[src/rtl/uart_rx_pkg.sv]
`default_nettype none
// ============================================================================
// Module      : uart_rx_pkg
// Description : Shared definitions for the UART receive front end. Holds the
//               receiver state encoding, the data width and the divisor
//               helper functions used to size both baud tick generators.
//               The PARITY state only exists when UART_RX_PARITY_EN is
//               defined.
// Revision    : 1.0 - initial release
// ============================================================================
package uart_rx_pkg;

    localparam int c_DATA_W = 8;

    typedef enum logic [2:0] {
        ST_IDLE   = 3'd0,
        ST_START  = 3'd1,
        ST_DATA   = 3'd2,
`ifdef UART_RX_PARITY_EN
        ST_PARITY = 3'd3,
`endif
        ST_STOP   = 3'd4,
        ST_HOLD   = 3'd5
    } rx_state_e;

    // Transmit divisor: clock cycles per line bit, truncated, never below 1.
    function automatic int tx_divisor(input int clk_hz, input int baud);
        int d;
        d = clk_hz / baud;
        return (d < 1) ? 1 : d;
    endfunction

    // Receive divisor: clock cycles per oversample tick, truncated, never below 1.
    function automatic int rx_divisor(input int clk_hz, input int baud, input int oversample);
        int d;
        d = clk_hz / (baud * oversample);
        return (d < 1) ? 1 : d;
    endfunction

endpackage
`default_nettype wire

[src/rtl/baud_tick_gen.sv]
`default_nettype none
// ============================================================================
// Module      : baud_tick_gen
// Description : Free-running divider. Counts 0..DIV-1 and wraps; tick is
//               high for exactly the one clock cycle in which the count
//               equals DIV-1. The tick is registered so it is 0 in reset.
// Ports       : clk   - clock, rising edge
//               rst_n - asynchronous active-low reset
//               tick  - one-cycle pulse every DIV cycles
// Revision    : 1.0 - initial release
// ============================================================================
module baud_tick_gen #(
    parameter int DIV = 1
) (
    input  logic clk,
    input  logic rst_n,
    output logic tick
);

    generate
        if (DIV <= 1) begin : g_div_one
            // The count is permanently at its last value, so tick every cycle.
            logic r_tick;
            always_ff @(posedge clk or negedge rst_n) begin
                if (!rst_n) r_tick <= 1'b0;
                else        r_tick <= 1'b1;
            end
            assign tick = r_tick;
        end else begin : g_div_n
            localparam int                 c_CNT_W = $clog2(DIV);
            localparam logic [c_CNT_W-1:0] c_LAST  = c_CNT_W'(DIV - 1);

            logic [c_CNT_W-1:0] r_cnt;
            logic               r_tick;
            logic [c_CNT_W-1:0] w_cnt_nxt;

            assign w_cnt_nxt = (r_cnt == c_LAST) ? '0 : r_cnt + c_CNT_W'(1);

            // r_tick is precomputed from the next count so it is high in the
            // same cycle that r_cnt sits at DIV-1.
            always_ff @(posedge clk or negedge rst_n) begin
                if (!rst_n) begin
                    r_cnt  <= '0;
                    r_tick <= 1'b0;
                end else begin
                    r_cnt  <= w_cnt_nxt;
                    r_tick <= (w_cnt_nxt == c_LAST);
                end
            end
            assign tick = r_tick;
        end
    endgenerate

endmodule
`default_nettype wire

[src/rtl/uart_rx_frontend.sv]
`default_nettype none
// ============================================================================
// Module      : uart_rx_frontend
// Description : UART receive front end with a companion transmit baud tick.
//               RX is double-flopped, then an oversampling state machine
//               (advanced only on the receive tick) centres on the start bit,
//               shifts in 8 data bits LSB first and checks the stop bit.
//               A completed frame is held (done=1) until run drops.
//               Optional feature macro: UART_RX_PARITY_EN adds an even parity
//               bit after the data bits; without it frames are 8N1 and
//               parity_err is tied 0.
// Ports       : CLKIN        - sole clock, rising edge
//               RESETN       - asynchronous active-low reset
//               RX           - asynchronous serial line, idle high
//               run          - receive enable (level)
//               data         - last received byte
//               done         - frame complete (level, held until run=0)
//               frame_err    - stop bit sampled low in the completed frame
//               parity_err   - parity mismatch in the completed frame
//               baud_tx_tick - one-cycle pulse at the line bit rate
// Revision    : 1.0 - initial release
// ============================================================================
module uart_rx_frontend
    import uart_rx_pkg::*;
#(
    parameter int CLK_HZ     = 12000000,
    parameter int BAUD       = 9600,
    parameter int OVERSAMPLE = 16
) (
    input  logic                CLKIN,
    input  logic                RESETN,
    input  logic                RX,
    input  logic                run,
    output logic [c_DATA_W-1:0] data,
    output logic                done,
    output logic                frame_err,
    output logic                parity_err,
    output logic                baud_tx_tick
);

    localparam int c_TX_DIV = tx_divisor(CLK_HZ, BAUD);
    localparam int c_RX_DIV = rx_divisor(CLK_HZ, BAUD, OVERSAMPLE);

    localparam int                  c_TCNT_W    = $clog2(OVERSAMPLE);
    localparam logic [c_TCNT_W-1:0] c_HALF_LAST = c_TCNT_W'(OVERSAMPLE / 2 - 1);
    localparam logic [c_TCNT_W-1:0] c_FULL_LAST = c_TCNT_W'(OVERSAMPLE - 1);
    localparam int                  c_BCNT_W    = $clog2(c_DATA_W);
    localparam logic [c_BCNT_W-1:0] c_BIT_LAST  = c_BCNT_W'(c_DATA_W - 1);

    logic                w_rx_tick;
    logic                r_rx_meta;
    logic                r_rx_sync;
    rx_state_e           r_state;
    logic [c_TCNT_W-1:0] r_tick_cnt;
    logic [c_BCNT_W-1:0] r_bit_cnt;
    logic [c_DATA_W-1:0] r_shift;
    logic [c_DATA_W-1:0] r_data;
    logic                r_done;
    logic                r_frame_err;
`ifdef UART_RX_PARITY_EN
    logic                r_par_bit;
    logic                r_parity_err;
`endif

    baud_tick_gen #(.DIV(c_TX_DIV)) u_tx_tick (
        .clk   (CLKIN),
        .rst_n (RESETN),
        .tick  (baud_tx_tick)
    );

    baud_tick_gen #(.DIV(c_RX_DIV)) u_rx_tick (
        .clk   (CLKIN),
        .rst_n (RESETN),
        .tick  (w_rx_tick)
    );

    // Synchronizer resets to the idle line level so no false start appears.
    always_ff @(posedge CLKIN or negedge RESETN) begin
        if (!RESETN) begin
            r_rx_meta <= 1'b1;
            r_rx_sync <= 1'b1;
        end else begin
            r_rx_meta <= RX;
            r_rx_sync <= r_rx_meta;
        end
    end

    always_ff @(posedge CLKIN or negedge RESETN) begin
        if (!RESETN) begin
            r_state     <= ST_IDLE;
            r_tick_cnt  <= '0;
            r_bit_cnt   <= '0;
            r_shift     <= '0;
            r_data      <= '0;
            r_done      <= 1'b0;
            r_frame_err <= 1'b0;
`ifdef UART_RX_PARITY_EN
            r_par_bit    <= 1'b0;
            r_parity_err <= 1'b0;
`endif
        end else begin
            case (r_state)
                ST_IDLE: begin
                    if (w_rx_tick && run && !r_done && !r_rx_sync) begin
                        r_state    <= ST_START;
                        r_tick_cnt <= '0;
                    end
                end

                // Half a bit in: still low means a real start bit.
                ST_START: begin
                    if (!run) begin
                        r_state    <= ST_IDLE;
                        r_tick_cnt <= '0;
                    end else if (w_rx_tick) begin
                        if (r_tick_cnt == c_HALF_LAST) begin
                            r_tick_cnt <= '0;
                            r_bit_cnt  <= '0;
                            r_state    <= r_rx_sync ? ST_IDLE : ST_DATA;
                        end else begin
                            r_tick_cnt <= r_tick_cnt + c_TCNT_W'(1);
                        end
                    end
                end

                ST_DATA: begin
                    if (!run) begin
                        r_state    <= ST_IDLE;
                        r_tick_cnt <= '0;
                    end else if (w_rx_tick) begin
                        if (r_tick_cnt == c_FULL_LAST) begin
                            r_tick_cnt <= '0;
                            r_shift    <= {r_rx_sync, r_shift[c_DATA_W-1:1]};
                            if (r_bit_cnt == c_BIT_LAST) begin
`ifdef UART_RX_PARITY_EN
                                r_state <= ST_PARITY;
`else
                                r_state <= ST_STOP;
`endif
                            end else begin
                                r_bit_cnt <= r_bit_cnt + c_BCNT_W'(1);
                            end
                        end else begin
                            r_tick_cnt <= r_tick_cnt + c_TCNT_W'(1);
                        end
                    end
                end

`ifdef UART_RX_PARITY_EN
                ST_PARITY: begin
                    if (!run) begin
                        r_state    <= ST_IDLE;
                        r_tick_cnt <= '0;
                    end else if (w_rx_tick) begin
                        if (r_tick_cnt == c_FULL_LAST) begin
                            r_tick_cnt <= '0;
                            r_par_bit  <= r_rx_sync;
                            r_state    <= ST_STOP;
                        end else begin
                            r_tick_cnt <= r_tick_cnt + c_TCNT_W'(1);
                        end
                    end
                end
`endif

                // Results are published together, one cycle after the stop sample.
                ST_STOP: begin
                    if (!run) begin
                        r_state    <= ST_IDLE;
                        r_tick_cnt <= '0;
                    end else if (w_rx_tick) begin
                        if (r_tick_cnt == c_FULL_LAST) begin
                            r_tick_cnt  <= '0;
                            r_data      <= r_shift;
                            r_frame_err <= ~r_rx_sync;
                            r_done      <= 1'b1;
`ifdef UART_RX_PARITY_EN
                            r_parity_err <= (^r_shift) ^ r_par_bit;
`endif
                            r_state     <= ST_HOLD;
                        end else begin
                            r_tick_cnt <= r_tick_cnt + c_TCNT_W'(1);
                        end
                    end
                end

                // Line activity is ignored until the consumer drops run.
                ST_HOLD: begin
                    if (!run) begin
                        r_done      <= 1'b0;
                        r_frame_err <= 1'b0;
`ifdef UART_RX_PARITY_EN
                        r_parity_err <= 1'b0;
`endif
                        r_state     <= ST_IDLE;
                    end
                end

                default: begin
                    r_state    <= ST_IDLE;
                    r_tick_cnt <= '0;
                end
            endcase
        end
    end

    assign data      = r_data;
    assign done      = r_done;
    assign frame_err = r_frame_err;
`ifdef UART_RX_PARITY_EN
    assign parity_err = r_parity_err;
`else
    assign parity_err = 1'b0;
`endif

endmodule
`default_nettype wire

[config.mk]
export PLATFORM = sky130hd
export DESIGN_NAME = uart_rx_frontend
export DESIGN_NICKNAME = d
export VERILOG_FILES = /design/src/rtl/uart_rx_pkg.sv /design/src/rtl/baud_tick_gen.sv /design/src/rtl/uart_rx_frontend.sv
export SDC_FILE = /design/constraint.sdc
export NUM_CORES = 1
export LEC_CHECK = 0
export ABC_AREA = 1
export BUFFER_PORTS_ARGS = -buffer_cell sky130_fd_sc_hd__buf_2
export CAP_MARGIN = 40
export CELL_PAD_IN_SITES_DETAIL_PLACEMENT = 1
export CELL_PAD_IN_SITES_GLOBAL_PLACEMENT = 1
export CORE_MARGIN = 10
export CORE_UTILIZATION = 51
export CTS_BUF_LIST = sky130_fd_sc_hd__clkbuf_2
export DETAILED_ROUTE_END_ITERATION = 8
export GPL_ROUTABILITY_DRIVEN = 0
export PLACE_DENSITY = 0.88
export SLEW_MARGIN = 20
export SYNTH_ARGS = -nofsm -noshare
export SYNTH_HDL_FRONTEND = slang
export SYNTH_SLANG_ARGS = --single-unit
[constraint.sdc]
create_clock -name CLKIN -period 2.2 [get_ports CLKIN]
set_clock_uncertainty 0.05 [all_clocks]
set_input_delay 0.33 -clock CLKIN [delete_from_list [all_inputs] [get_ports CLKIN]]
set_output_delay 0.33 -clock CLKIN [all_outputs]
set_load 0.02 [all_outputs]
==> impl_metrics.csv, run 1 <==
group,metric,value,unit
outcome,status,"completed",
clock_tree,cts_max_path_buffers,2,
placement,dp_slack,0.461,ns
clock_tree,cts_max_level,2,
detailed_routing,drt_iter0_markers,53,
detailed_routing,num_vias,2075,
clock_tree,cts_made_buffers,5,
global_routing,grt_pass1_wl,10.5,mm
min_path,hold_start,"run",
timing,setup_violations,0,
placement,dp_cells,401,
synthesis,yosys_warnings,0,
synthesis,synth_edf_count,0,
detailed_routing,routed_wl,5.82,mm
clock_tree,cts-root-buf,"clkbuf_2",
synthesis,yosysTopAreaCellShare,46.4,%
synthesis,synthArstFlopShare,100,%
clock_tree,cts_hold_buf,2,
critical_path,regToRegStartpoint,"r_tick_cnt[0]",
critical_path,reg2reg_depth,8,
synthesis,synth_common_cells,"85 x nand2_1, 48 x dfrtp_1, 41 x inv_1",
final_layout,final_util,58.9,%
timing,fin_ws,0.420,ns
timing,finalSetupTns,0,ns
critical_path,worstPathRequired,2.49,ns
synthesis,syn_nets,333,
floorplanning,die_area,8320,um2
detailed_routing,ant_nets,0,
min_path,hold_depth,3,
final_layout,fin_area,2840,um2
synthesis,synth_most_common_cell,"nand2_1",
timing,fmaxAchievable,0.562,GHz
critical_path,critical_path_class,"reg2reg",
detailed_routing,drc,0,
synthesis,synth_cell_types,31,
floorplanning,die_w,91.2,um
critical_path,rrSetupSlack,0.42,ns
synthesis,postSynthCellCount,322,
final_layout,n_antenna_cell,0,
power,leakagePower,1.41,nW
floorplanning,core,4820,um2
synthesis,synth_area_leaders,"dfrtp_1 46%, nand2_1 12%, inv_1 6.0%",
timing,hold_violations,0,
timing,fin_crit,1.78,ns
clock_tree,ctsResizeCount,0,
critical_path,cp.arrival,2.07,ns
final_layout,finalNonFillerCells,411,
floorplanning,row_count,25,
synthesis,yosys.area.top_type,"dfrtp_1",
power,fin_total_pwr,2.29,mW
floorplanning,initial_core_util,53.7,%
detailed_routing,wl_per_cell,14.2,um
synthesis,synth_area_per_cell,8.03,um2
timing,drv_slew,0,
global_routing,antenna_found_initial,0,
placement,numPortBuffers,14,
critical_path,startpoint_type,"flop",
timing,rsz0062_at_grt,"false",
detailed_routing,dr.pass1.iters,4,
global_routing,grt_pass1_vias,2320,
clock_tree,worstSkewPairLatency,0.42,ns
critical_path,crit_path_end_kind,"flop",
synthesis,yosys_most_used_dff,"dfrtp_1",
final_layout,fin_nets,354,
run,maxCapViolCount,0,
critical_path,path_max_fanout,18,
floorplanning,die_h,91.2,um
synthesis,seq_area_frac_synth,48.5,%
synthesis,ys_ff_latch,50,
power,powerDensity,808,nW/um2
floorplanning,ios,16,
critical_path,r2r-end,"frame_err",
final_layout,area_delta_synth_final,9.72,%
timing,fin_crit_sh,80.9,%
min_path,hp-class,"in2reg",
global_routing,grt_max_degree,22,
final_layout,drive_gt1_share,16.6,%
synthesis,synthesis.area,2590,um2
clock_tree,cts_setup_buffers,0,
power,ir_worst_vdd,0.407,mV
clock_tree,cts_sinks,50,
min_path,min_to,"r_tick_cnt[1]",
clock_tree,cts_tree,"yes",
placement,dpl_cell_area,2720,um2
placement,dpl.hpwl,4.66,mm
detailed_routing,detail_route.vias_per_cell,5.05,
clock_tree,clkTransAtPathRegs,0.25,ns
global_routing,overflow,0,
timing,whs,0.146,ns
global_routing,grt_use_total,14.9,%
critical path, stage by stage, from the launching register on:
cell     delay [ns]
dfrtp_1        0.45
ha_1           0.19
nand2_1        0.07
inv_2          0.06
nand2_1        0.09
nor2_1         0.17
nand2_2        0.23
a21oi_1        0.27
o22ai_1        0.11
cell type report:
cell class | count | area, um2
Multi-Input combinational cell | 219 | 1120
Sequential cell | 50 | 1250
Clock buffer | 5 | 25.0
Tap cell | 67 | 83.8
Fill cell | 648 | 1980
Clock inverter | 3 | 68.8
Inverter | 49 | 184
Timing Repair Buffer | 18 | 105
placed cells by master, fill, tap and decap left out:
cell           synthesis  final
nand2_1               85     85
dfrtp_1               48     48
inv_1                 41     41
nor2_1                33     33
nand3_1               23     23
o21ai_1               20     20
buf_2                  1     14
nand4_1                9      9
inv_2                  8      8
nor2_2                 7      7
ha_1                   7      7
clkbuf_2               0      5
nor2_4                 4      4
nand2_2                4      4
nand3_2                3      3
xor2_1                 3      3
nor3_1                 3      3
o21ai_0                3      3
a21oi_1                3      3
xnor2_1                2      2
nor3_2                 2      2
bufinv_16              0      2
dlygate4sd3_1          0      2
buf_4                  2      2
dfstp_2                2      2
or2_2                  1      1
nand3b_1               1      1
nand2_4                1      1
a21oi_2                1      1
mux2_1                 1      1
o22ai_1                1      1
o21a_1                 1      1
conb_1                 1      1
clkinv_4               0      1
registers in the layout, indices dropped and copies added (netlist names):
signal / cells
data: 8
frame_err: 1
u_rx_tick.g_div_n.r_cnt: 7
u_rx_tick.tick: 1
done: 1
u_tx_tick.g_div_n.r_cnt: 11
r_shift: 8
r_tick_cnt: 4
r_rx_sync: 1
r_state: 3
u_tx_tick.tick: 1
r_rx_meta: 1
r_bit_cnt: 3
worst max-delay path by stage:
stage | start | endpoint | slack (ns)
3_3_place_gp | r_tick_cnt[0] | data[0] | 0.54
6_report | r_tick_cnt[0] | frame_err | 0.42
5_1_grt | r_tick_cnt[0] | frame_err | 0.18
4_1_cts | r_tick_cnt[0] | frame_err | 0.40
2_1_floorplan | r_tick_cnt[0] | data[0] | 0.75
3_5_place_dp | r_tick_cnt[0] | r_shift[6] | 0.46
power by group:
group / internal, mW / switching (mW)
logic: 0.195 / 0.444
registers: 0.981 / 0.0699
clock network: 0.308 / 0.295
metal layers:
layer  part of all wire (%)  vias to the layer above  global-route usage [%]
met5                      0                        -                       0
met3                    1.9                        6                    2.80
li1                       -                     1055                       -
met2                     54                       15                    28.3
met1                     44                      999                    16.7
met4                   0.88                        0                    3.00
cell families (layout without fill, tap and decap cells):
group                      after synthesis  after routing  synth area share, %
DFF                                     50             50                 48.5
other                                    1              1                0.145
adders and majority gates                7              7                 3.39
AOI/OAI and AO/OA                       29             29                 5.90
buffers and inverters                   53             75                 8.32
and+or+nand+nor                        176            176                 31.6
xor gates and xnor gates                 5              5                 1.69
muxes                                    1              1                0.435
Power figures use the tool's default switching activity.
==> run 2, diff against run 1 <==
--- a/config.mk
+++ b/config.mk
@@ -5,17 +5,17 @@
 export SDC_FILE = /design/constraint.sdc
 export NUM_CORES = 1
 export LEC_CHECK = 0
-export ABC_AREA = 1
+export ABC_AREA = 0
 export BUFFER_PORTS_ARGS = -buffer_cell sky130_fd_sc_hd__buf_2
 export CAP_MARGIN = 40
 export CELL_PAD_IN_SITES_DETAIL_PLACEMENT = 1
 export CELL_PAD_IN_SITES_GLOBAL_PLACEMENT = 1
 export CORE_MARGIN = 10
-export CORE_UTILIZATION = 51
+export CORE_UTILIZATION = 45
 export CTS_BUF_LIST = sky130_fd_sc_hd__clkbuf_2
 export DETAILED_ROUTE_END_ITERATION = 8
 export GPL_ROUTABILITY_DRIVEN = 0
-export PLACE_DENSITY = 0.88
+export PLACE_DENSITY = 0.79
 export SLEW_MARGIN = 20
 export SYNTH_ARGS = -nofsm -noshare
 export SYNTH_HDL_FRONTEND = slang
==> constraint.sdc (replaced) <==
create_clock -name CLKIN -period 1.45 [get_ports CLKIN]
set_clock_uncertainty 0.05 [all_clocks]
set_input_delay 0.2175 -clock CLKIN [delete_from_list [all_inputs] [get_ports CLKIN]]
set_output_delay 0.2175 -clock CLKIN [all_outputs]
set_load 0.02 [all_outputs]
==> impl_metrics.csv, run 2 <==
group,metric,value,unit
synthesis,synth_most_common_cell,"dfrtp_1",
min_path,hold_start,"run",
synthesis,yosys_most_used_dff,"dfrtp_1",
critical_path,rrSetupSlack,-0.52,ns
synthesis,synthArstFlopShare,100,%
timing,fin_crit,1.97,ns
timing,fmaxAchievable,0.507,GHz
detailed_routing,wl_met1,3.49,mm
final_layout,fin_area,3360,um2
global_routing,grt_max_degree,32,
floorplanning,initial_core_util,46.7,%
final_layout,fin_nets,307,
critical_path,cp.arrival,2.36,ns
detailed_routing,dr.pass1.iters,4,
detailed_routing,drt_iter0_markers,111,
clock_tree,cts_max_level,2,
run,maxCapViolCount,0,
synthesis,syn_nets,230,
critical_path,cp_num_buf_inv,0,
clock_tree,clkTransAtPathRegs,0.30,ns
floorplanning,ios,16,
critical_path,worstPathRequired,1.84,ns
global_routing,antenna_found_initial,0,
synthesis,synth_edf_count,0,
floorplanning,die_w,93.0,um
outcome,status,"finished, violations left",
critical_path,reg2reg_depth,7,
placement,dpl_cell_area,2880,um2
critical_path,crit_path_top_delay_cell,"dfrtp_1",
detailed_routing,drc,0,
detailed_routing,ant_nets,0,
critical_path,crit_start,"r_bit_cnt[1]",
final_layout,fill_cells,544,
timing,rsz0062_at_grt,"true",
power,powerDensity,1050,nW/um2
final_layout,drive_gt1_share,51.5,%
timing,fin_ws,-0.522,ns
detailed_routing,routed_wl,8.72,mm
placement,numPortBuffers,14,
timing,whs,0.116,ns
global_routing,grt_use_total,17.3,%
synthesis,synth_area_per_cell,11.0,um2
synthesis,seq_area_frac_synth,52.3,%
clock_tree,cts_tree,"yes",
floorplanning,die_area,8650,um2
timing,setup_violations,38,
critical_path,regToRegStartpoint,"r_bit_cnt[1]",
outcome,violations,"negative setup slack",
synthesis,synth_area_leaders,"dfrtp_1 50%, mux2_2 4.7%, mux2_1 4.2%",
final_layout,layout_common_cells,"53 x buf_4, 44 x dfrtp_1, 21 x nor2_1, 13 x buf_2",
synthesis,ys_ff_latch,50,
timing,hold_violations,0,
final_layout,area_delta_synth_final,40.0,%
synthesis,yosys.area.top_type,"dfrtp_1",
synthesis,synth_common_cells,"48 x dfrtp_1, 25 x nor2_1, 13 x nand2_1",
clock_tree,cts_made_buffers,5,
final_layout,n_antenna_cell,0,
critical_path,slowest_delay,0.47,ns
floorplanning,row_count,26,
critical_path,crit_path_cell_trace,"ha_2 > ha_4 > nand2b_4 > nand2_4 > a31oi_4 > or3b_4 > mux2_4",
synthesis,postSynthCellCount,219,
clock_tree,worstSkewPairLatency,0.50,ns
synthesis,synthesis.area,2400,um2
floorplanning,die_h,93.0,um
clock_tree,cts_sinks,50,
critical_path,crit_path_end_kind,"flop",
synthesis,synth_cell_types,46,
detailed_routing,wl_met3,327,um
synthesis,yosysTopAreaCellShare,50.1,%
detailed_routing,top_layer,"met4",
min_path,min_to,"done",
critical_path,path_max_fanout,2,
min_path,hp-class,"in2reg",
final_layout,final_common_cell,"buf_4",
min_path,hold_depth,3,
detailed_routing,wl_per_cell,23.7,um
clock_tree,cts-root-buf,"clkbuf_2",
placement,dpl.hpwl,4.70,mm
power,ir_worst_vdd,0.717,mV
detailed_routing,wl_met2,4.53,mm
detailed_routing,detail_route.vias_per_cell,5.68,
global_routing,grt_pass1_wl,11.9,mm
critical_path,r2r-end,"r_state[0]",
clock_tree,cts_max_path_buffers,2,
critical_path,critical_path_class,"reg2reg",
final_layout,regMostFlops,"u_tx_tick.g_div_n.r_cnt",
critical_path,startpoint_type,"flop",
synthesis,yosys_warnings,0,
final_layout,largest_reg_flops,11,
floorplanning,core,5140,um2
global_routing,grt_pass1_vias,2267,
timing,fin_crit_sh,136,%
timing,drv_slew,0,
power,leakagePower,1.57,nW
detailed_routing,num_vias,2085,
global_routing,overflow,0,
critical_path,path_delay_family,"simple AND/OR/NAND/NOR gates",
-- run 2: changes by cell type in the layout (fill, tap and decap cells not counted), sizes merged, moves of 5 or more --
cell	delta
nand2	-77
buf	+60
inv	-41
mux2	+20
nor2	-18
nand3	-17
o21ai	-16
and3	+8
nand2b	+6
nand4	-5
xnor2	+5
-- run 2: layer usage --
metal,global-route usage (%),vias to the layer above
met2,32.5,67
met3,2.96,28
met5,0,-
met1,19.0,1075
li1,-,915
met4,5.78,0
-- run 2: report_power, final --
part	switching, mW	internal [mW]	leakage (nW)
clock network	0.548	0.129	0.0296
logic	0.615	0.666	0.890
registers	0.117	1.46	0.651
total	1.28	2.26	1.57
-- run 2: worst reg2reg max path, delay by kind of cell (launching register included) --
kind            cells  cell delay, ns
simple gates        3            0.62
flops               1            0.47
compound gates      1            0.14
fa+ha+maj           2            0.35
mux                 1            0.31
-- run 2: worst max-delay path by stage --
stage	cells after the start	slack (ns)	to
final	7	-0.52	r_state[0]
after global routing	8	-0.57	r_bit_cnt[2]
after CTS	7	-0.54	r_state[1]
after detailed placement	7	-0.47	r_state[1]
after global placement	7	-0.35	r_state[0]
after floorplan	7	-0.32	r_state[0]
-- run 2: through the flow --
stage / util (%) / TNS [ns] / setup slack [ns] / cells / power, mW
2_1_floorplan: - / -2.62 / -0.319 / 219 / 2.03
3_3_place_gp: 56.0 / -5.58 / -0.348 / 338 / 2.34
3_5_place_dp: 56.0 / -8.22 / -0.473 / 338 / 2.39
4_1_cts: 61.6 / -7.51 / -0.535 / 360 / 3.20
5_1_grt: 65.3 / -12.32 / -0.572 / 367 / 3.70
6_report: 65.3 / -10.94 / -0.522 / 367 / 3.54
-- run 2: cell type report --
| cell class | instances | area, um2 | share of cell area [%] |
|---|---|---|---|
| clock inverter | 3 | 25.0 | 0.745 |
| multi-input combinational | 154 | 1340 | 39.9 |
| inverter | 7 | 26.3 | 0.783 |
| sequential | 50 | 1260 | 37.5 |
| clock buffer | 5 | 25.0 | 0.745 |
| tap | 70 | 87.6 | 2.61 |
| timing repair buffer | 78 | 596 | 17.7 |
-- run 2: cell families (layout without fill, tap and decap cells) --
family | count (synthesis) | count (layout) | synth area share, %
xor+xnor | 13 | 13 | 4.75
mux | 21 | 21 | 10.2
flops | 50 | 50 | 52.3
other cells | 1 | 1 | 0.156
buf+inv | 15 | 93 | 2.97
compound gates | 26 | 26 | 7.30
simple gates | 86 | 86 | 18.7
fa+ha+maj | 7 | 7 | 3.65
-- run 2: timing repair --
| item | 4_1_cts | 5_1_grt |
|---|---|---|
| resized for setup | 32 | 35 |
| hold buffers | 2 | 0 |
| endpoints found under the hold margin | 51 | 0 |
| setup endpoints to repair | 38 | 43 |
| pin swaps | 11 | 13 |
| setup buffers | 12 | 7 |
